$ cat src/rtl/nash_decipher.sv
// nash_decipher: serial Nash-cipher receiver that walks the red/blue permutation graph and assembles plaintext bytes.
// Define NASH_DECIPHER_BITCOUNT_EN to enable the 32-bit decoded-bit counter on bit_count.
module nash_decipher #(
   parameter int unsigned STATE_W = 8,
   parameter int unsigned BYTE_W  = 8
) (
   input  logic               clk,
   input  logic               rst_n,
   input  logic               key_load,
   input  logic [STATE_W-1:0] key_state,
   input  logic               key_bit,
   input  logic               ct_bit,
   input  logic               ct_valid,
   output logic               ct_ready,
   output logic [STATE_W-1:0] table_index,
   input  logic [STATE_W-1:0] red_next_state,
   input  logic               red_transform,
   input  logic [STATE_W-1:0] blue_next_state,
   input  logic               blue_transform,
   output logic [BYTE_W-1:0]  pt_byte,
   output logic               pt_valid,
   input  logic               pt_ready,
   output logic               keyed,
   output logic [31:0]        bit_count
);

   localparam int unsigned      CNT_W    = (BYTE_W > 1) ? $clog2(BYTE_W) : 1;
   localparam int unsigned      SH_W     = BYTE_W - 1;
   localparam logic [CNT_W-1:0] LAST_CNT = CNT_W'(BYTE_W - 1);

   typedef enum logic [1:0] {
      ST_UNKEYED = 2'd0,
      ST_ACTIVE  = 2'd1,
      ST_STALL   = 2'd2
   } state_e;

   state_e             state_q, state_d;
   logic [STATE_W-1:0] idx_q, idx_d;
   logic               s_q, s_d;
   logic [SH_W-1:0]    shift_q, shift_d;
   logic [CNT_W-1:0]   bit_cnt_q, bit_cnt_d;
   logic [BYTE_W-1:0]  pt_byte_q, pt_byte_d;
   logic               pt_valid_q, pt_valid_d;
   logic               accept_c;
   logic               p_c;
   logic               last_c;

   assign accept_c    = ct_valid & ct_ready;
   assign p_c         = ct_bit ^ s_q;
   assign last_c      = (bit_cnt_q == LAST_CNT);
   assign table_index = idx_q;
   assign pt_byte     = pt_byte_q;
   assign pt_valid    = pt_valid_q;

   // State register
   always_ff @(posedge clk or negedge rst_n) begin
      if (!rst_n) begin
         state_q <= ST_UNKEYED;
      end else begin
         state_q <= state_d;
      end
   end

   // Next state: stall whenever the next cycle would hold a full shift behind an unconsumed byte
   always_comb begin
      state_d = state_q;
      if (key_load) begin
         state_d = ST_ACTIVE;
      end else if (state_q != ST_UNKEYED) begin
         state_d = (bit_cnt_d == LAST_CNT && pt_valid_d) ? ST_STALL : ST_ACTIVE;
      end
   end

   // FSM outputs
   always_comb begin
      ct_ready = 1'b0;
      keyed    = 1'b0;
      case (state_q)
         ST_ACTIVE: begin
            ct_ready = ~key_load;
            keyed    = 1'b1;
         end
         ST_STALL: begin
            keyed    = 1'b1;
         end
         default: begin
            ct_ready = 1'b0;
            keyed    = 1'b0;
         end
      endcase
   end

   // Datapath next-state: graph walk, keystream and byte assembly
   always_comb begin
      idx_d      = idx_q;
      s_d        = s_q;
      shift_d    = shift_q;
      bit_cnt_d  = bit_cnt_q;
      pt_byte_d  = pt_byte_q;
      pt_valid_d = pt_valid_q;
      if (key_load) begin
         idx_d      = key_state;
         s_d        = key_bit;
         shift_d    = '0;
         bit_cnt_d  = '0;
         pt_valid_d = 1'b0;
      end else begin
         if (pt_valid_q && pt_ready) begin
            pt_valid_d = 1'b0;
         end
         if (accept_c) begin
            if (ct_bit) begin
               idx_d = blue_next_state;
               s_d   = s_q ^ blue_transform;
            end else begin
               idx_d = red_next_state;
               s_d   = s_q ^ red_transform;
            end
            if (last_c) begin
               pt_byte_d  = {shift_q, p_c};
               pt_valid_d = 1'b1;
               shift_d    = '0;
               bit_cnt_d  = '0;
            end else begin
               shift_d   = SH_W'({shift_q, p_c});
               bit_cnt_d = bit_cnt_q + CNT_W'(1);
            end
         end
      end
   end

   always_ff @(posedge clk or negedge rst_n) begin
      if (!rst_n) begin
         idx_q      <= '0;
         s_q        <= 1'b0;
         shift_q    <= '0;
         bit_cnt_q  <= '0;
         pt_byte_q  <= '0;
         pt_valid_q <= 1'b0;
      end else begin
         idx_q      <= idx_d;
         s_q        <= s_d;
         shift_q    <= shift_d;
         bit_cnt_q  <= bit_cnt_d;
         pt_byte_q  <= pt_byte_d;
         pt_valid_q <= pt_valid_d;
      end
   end

`ifdef NASH_DECIPHER_BITCOUNT_EN
   logic [31:0] bit_count_q, bit_count_d;

   // Free-running accepted-bit counter, wraps at 2^32
   always_comb begin
      bit_count_d = bit_count_q;
      if (key_load) begin
         bit_count_d = '0;
      end else if (accept_c) begin
         bit_count_d = bit_count_q + 32'd1;
      end
   end

   always_ff @(posedge clk or negedge rst_n) begin
      if (!rst_n) begin
         bit_count_q <= '0;
      end else begin
         bit_count_q <= bit_count_d;
      end
   end

   assign bit_count = bit_count_q;
`else
   assign bit_count = '0;
`endif

endmodule
$ cat config.mk
export PLATFORM = sky130hd
export DESIGN_NAME = nash_decipher
export DESIGN_NICKNAME = d
export VERILOG_FILES = /design/src/rtl/nash_decipher.sv
export SDC_FILE = /design/constraint.sdc
export NUM_CORES = 1
export LEC_CHECK = 0
export ABC_AREA = 0
export CORE_UTILIZATION = 28
export CTS_BUF_LIST = sky130_fd_sc_hd__clkbuf_8 sky130_fd_sc_hd__clkbuf_16
export CTS_CLUSTER_SIZE = 8
export DETAILED_ROUTE_END_ITERATION = 10
export GPL_TIMING_DRIVEN = 0
export PLACE_DENSITY = 0.69
export SLEW_MARGIN = 20
export SYNTH_ARGS = -nofsm -noshare
export SYNTH_HDL_FRONTEND = slang
export SYNTH_SLANG_ARGS = --single-unit
$ cat constraint.sdc
create_clock -name clk -period 2 [get_ports clk]
set_clock_uncertainty 0.2 [all_clocks]
set_input_delay 0.4 -clock clk [delete_from_list [all_inputs] [get_ports clk]]
set_output_delay 0.4 -clock clk [all_outputs]
set_load 0.01 [all_outputs]
# [Yosys cells after proc, flatten, opt, wreduce, memory -nomap -nowiden]
# Cells that the tools add are included.
[totals] register_bits=30 in_bits=33 output_inout_bits=51 word_cells=45
[op_classes] addsub=1 n_eq_ne=4 n_mux=21 bitwise=5 n_reduce_logical=7
[ops] op="$mux 8" n=3
[ops] op="$mux 7" n=3
[ops] op="$mux 1" n=9
[ops] op="$mux 3" n=3
[ops] op="$eq 3x3->1 const B" n=2
[ops] op="$mux 2" n=3
[ops] op="$reduce_bool 2->1" n=3
[ops] op="$add 3x1->3 const B" n=1
[ops] op="$reduce_and 3->1" n=1
[ops] op="$xor 1x1->1" n=3
[ops] op="$eq 2x1->1 const B" n=1
[ops] op="$eq 2x2->1 const B" n=1
[ops] op="$logic_and 1x1->1" n=2
[ops] op="$reduce_or 2->1" n=1
[ops] op="$and 1x1->1" n=1
[ops] op="$not 1->1" n=1

# [Depth between registers and ports, before layout]
[depth] ltp_word=10 depth_mapped=7 mapped_depth_nobuf=5

# [Least setup slack after synthesis]
# OpenSTA, ideal clock, no wires.
[synth_path] path_type="register -> register" start="register state_q[0]" end="register idx_q[4], in the netlist table_index[4]" setup_ps=125 arrival_ps=1403 required_time_ps=1675 path_slack_ps=272 stages_incl_launch_ff=6 path_buffers=2 synth_period_minus_slack_ps=1728 path_cell_list="dfrtp_1 > ha_1 > buf_6 > a21oi_4 > buf_4 > mux2_2"
[synth_via] elab_chain_cells=4
[synth_rtl] item="start: declaration" line="37" rtl="state_e state_q, state_d;"
[synth_rtl] item="start signal: assignment" line="60" rtl="state_q <= state_d;"
[synth_rtl] item="$eq 2x1->1" line="78" rtl="case (state_q)"
[synth_rtl] item="$mux 1" line="78"
[synth_rtl] item="$and 1x1->1" line="48" rtl="assign accept_c = ct_valid & ct_ready;"
[synth_rtl] item="$reduce_bool 2->1 (no line)"
[synth_rtl] item="end signal: assignment" line="141" rtl="idx_q <= idx_d;"
[synth_rtl] item="end: declaration" line="38" rtl="logic [STATE_W-1:0] idx_q, idx_d;"
# No other way between the ends.
# A chain may end at the register's enable or synchronous reset.

# [Final worst setup path]
[layout_path] start="register state_q[1]" end="output port ct_ready"
[layout_via] elab_chain_cells=2
[layout_rtl] item="$eq 2x1->1" line="78"
[layout_rtl] item="$mux 1" line="78"
[layout_rtl] item="end: declaration" line="14" rtl="output logic ct_ready,"
# No other way between the ends.

==> results.md <==
* CP Class: register to output pin
* Number of synthesized register bits at 30
* Mean Syn Cell Area at 11.5 um2
* Row count at 28
* WP data required at 1.40 ns
* Post-synthesis sequential area ratio at 42.2%
* Via count at 1,287
* FF-to-FF path depth at 5
* Critical Path AT at 1.30 ns
* FMAX at 525 MHz
* Die ar. at 6670 um2
* Worst skew pair latency at 0.28 ns
* Final setup fails at 0
* Worst Path Max Fanout at 10
* Area contributors post-synth: dfrtp_1 42%, buf_4 14%, mux2_4 6.8%, mux2i_1 5.1%, mux2_2 5.1%
* Sink Count at 30
* GR met1 Demand/Resource at 14.1%
* Hpwl dp at 2.58 mm
* Crit start category: register
* First-pass GRT wire length at 5.49 mm
* Mapped Area at 1780 um2
* P&R area growth vs syn at 46.4%
* Gp weighted congestion at 0.695
* Initial Util at 29.5%
* Crit. End Element: output pin
* Routed vias/inst at 4.03
* Synth top cells by count: 33 x buf_4, 30 x dfrtp_1, 9 x mux2i_1, 9 x nand2_1, 9 x o21ai_0
* Clock share of power at 33.6%
* PwrDens at 556 nW/um2
* Worst-Margin Slew at 0.687 ns
* Min-Delay Endpoint: s_q
* CTS tree: done
* Worst hold path class: input port to register
* Max-slew violations at 0
* Number of cells produced by synthesis at 154
* Max-slew headroom at 54.2%
* DRC violations left at 0
* Post-synth EDFFs at 0
* Chip width at 81.7 um
* Post-synth top area cell: dfrtp_1
* Min-delay src: key_load
* Starting DRT DRC Count at 33
* Most frequent cell after synthesis: buf_4
* Main synth FF type: dfrtp_1
* Hold Vio Cnt, Final at 0
* Ys Warns at 0
* Layout cells sized above 1 at 30.3%
* Die extent in y at 81.7 um
* Num ports at 84
* Worst Hold Depth at 3
* WL/cell at 10.6 um
* Largest net degree at the start of global routing at 31
* Flip-flop and latch area at 751 um2
* FILL cells at 585
* CTS buffer count at 5
* P_leak at 1.31 nW
* Switching Power at 0.000359 W
* Post-route insts no fill at 319
* Reg power frac at 45.0%
* Vias in the first global route at 1,170
* H-tree depth at 2
* FFs w/ async S/R, synth at 100%
* Root Driver: clkbuf_8
* Routed WL at 3.38 mm
* Pwr Total at 0.00145 W
* Total global-route track usage at 11.2%
* Met2 usage at 16.6%
* DRT Pass-1 Iters at 4
* Overflow after GRT at 0
* Port Buf Inserts at 49
* Placed cell count at 309
* Comb pwr share at 21.3%
* Outcome: finished, final reports clean
* M3 GR Usage at 4.67%
* Nets@finish at 280
* ANT nets after route at 0
* N_diodes at 0
* Max Cap Violations at 0
* Reg2Reg Launch Point: bit_cnt_q[0]
* Core area at 6030 um2
* Multi-input logic area at 852 um2
* R2r setup slk at 0.12 ns
* Maximum vdd drop at 0.000388 V
* Clock transition at path regs at 0.07 ns
* Share of the synthesized area in the top cell type at 42.2%
* Critical R2R Capture: state_q[0]
* Sw Ratio at 24.8%
* Longest Clk Path Bufs at 2
* Final cycle utilization of the critical path at 95.2%
* Int Pwr at 0.00109 W
* Minimum clock period at 1.90 ns
* Initial antenna violation count at 0
* Busiest grt layer: met2
* RSZ-0062 raised after global routing: false
* Library cells used by synthesis at 30
cell type report:
type                            instances  share of cell area, %
Clock inverter                          2                  0.336
Tap cell                               75                   3.60
Timing Repair Buffer                   51                   19.1
Inverter                                3                  0.432
Clock buffer                            6                   3.17
Buffer                                 40                   11.8
Sequential cell                        30                   28.8
Multi-Input combinational cell        112                   32.7
worst max-delay path by stage:
stage,startpoint,endpoint,slack [ns],depth (start not counted)
global placement,rst_n,table_index[0],-0.20,1
global route,bit_cnt_q[0],state_q[0],0.008,5
CTS,state_q[1],ct_ready,0.02,5
finish,state_q[1],ct_ready,0.1,5
floorplan,state_q[0],table_index[4],0.27,5
detailed placement,ct_valid,table_index[4],-0.15,5
worst max-delay path, stage by stage, from the launching register on:
cell and delay (ns):
dfrtp_1 0.37, inv_1 0.07, ha_1 0.16, buf_6 0.15, nor2b_4 0.15, buf_2 0.13
what timing repair did:
action,in CTS,in global routing
gates resized for setup,5,2
setup buffers,0,1
hold buffers,1,0
pin swaps,0,1
cloned,0,0
endpoints found under the setup margin,2,2
hold endpoints to repair,30,0
kinds of logic after synthesis:
kind of cell | after synthesis | synth area share, %
adders and majority gates | 4 | 2.82
other | 1 | 0.211
xor gates and xnor gates | 1 | 0.493
and+or+nand+nor | 21 | 7.25
DFF | 30 | 42.2
muxes | 25 | 16.9
AOI/OAI and AO/OA | 29 | 12.2
buffers and inverters | 43 | 17.9
state kept, by name, summed over array words and instances (netlist names):
name / cells
s_q: 1
state_q: 2
pt_valid: 1
table_index: 8
bit_cnt_q: 3
pt_byte: 8
shift_q: 7
metal layers:
metal / wire length [um] / up-vias
li1: - / 650
met1: 1530 / 583
met2: 1550 / 52
met3: 281 / 2
met4: 27 / 0
met5: 0 / -
power by group through the flow:
stage | Combinational (W) | Sequential (W) | Clock, W
after global placement | 0.000302 | 0.000661 | 0
after detailed placement | 0.000303 | 0.000663 | 0
final | 0.000309 | 0.000652 | 0.000487
after global routing | 0.000338 | 0.000656 | 0.000537
after CTS | 0.000304 | 0.000652 | 0.000510
after floorplan | 0.000164 | 0.000668 | 0
cell usage in the layout, fill, tap and decap left out, types with 4 or more instances in the layout:
cell type,n
clkbuf_8,6
a21oi_1,4
mux2i_1,9
mux2_2,8
ha_1,4
buf_2,5
a22o_1,7
nand2_1,9
clkdlybuf4s50_1,46
conb_1,32
dfrtp_1,30
o21ai_0,9
inv_1,4
buf_6,4
buf_4,34
mux2_4,8
stage by stage:
stage / hold WS [ns] / setup TNS (ns) / utilization (%) / setup WS [ns] / area (um2)
2_1_floorplan: -0.0956 / 0 / - / 0.272 / 1890
3_3_place_gp: 0.287 / -6.41 / 41.1 / -0.200 / 2480
3_5_place_dp: 0.281 / -0.532 / 41.1 / -0.151 / 2470
4_1_cts: 0.242 / 0 / 42.6 / 0.0163 / 2570
5_1_grt: 0.266 / 0 / 43.2 / 0.00827 / 2600
6_report: 0.254 / 0 / 43.2 / 0.0959 / 2600
Note: power is estimated with default switching activity, not from simulation.
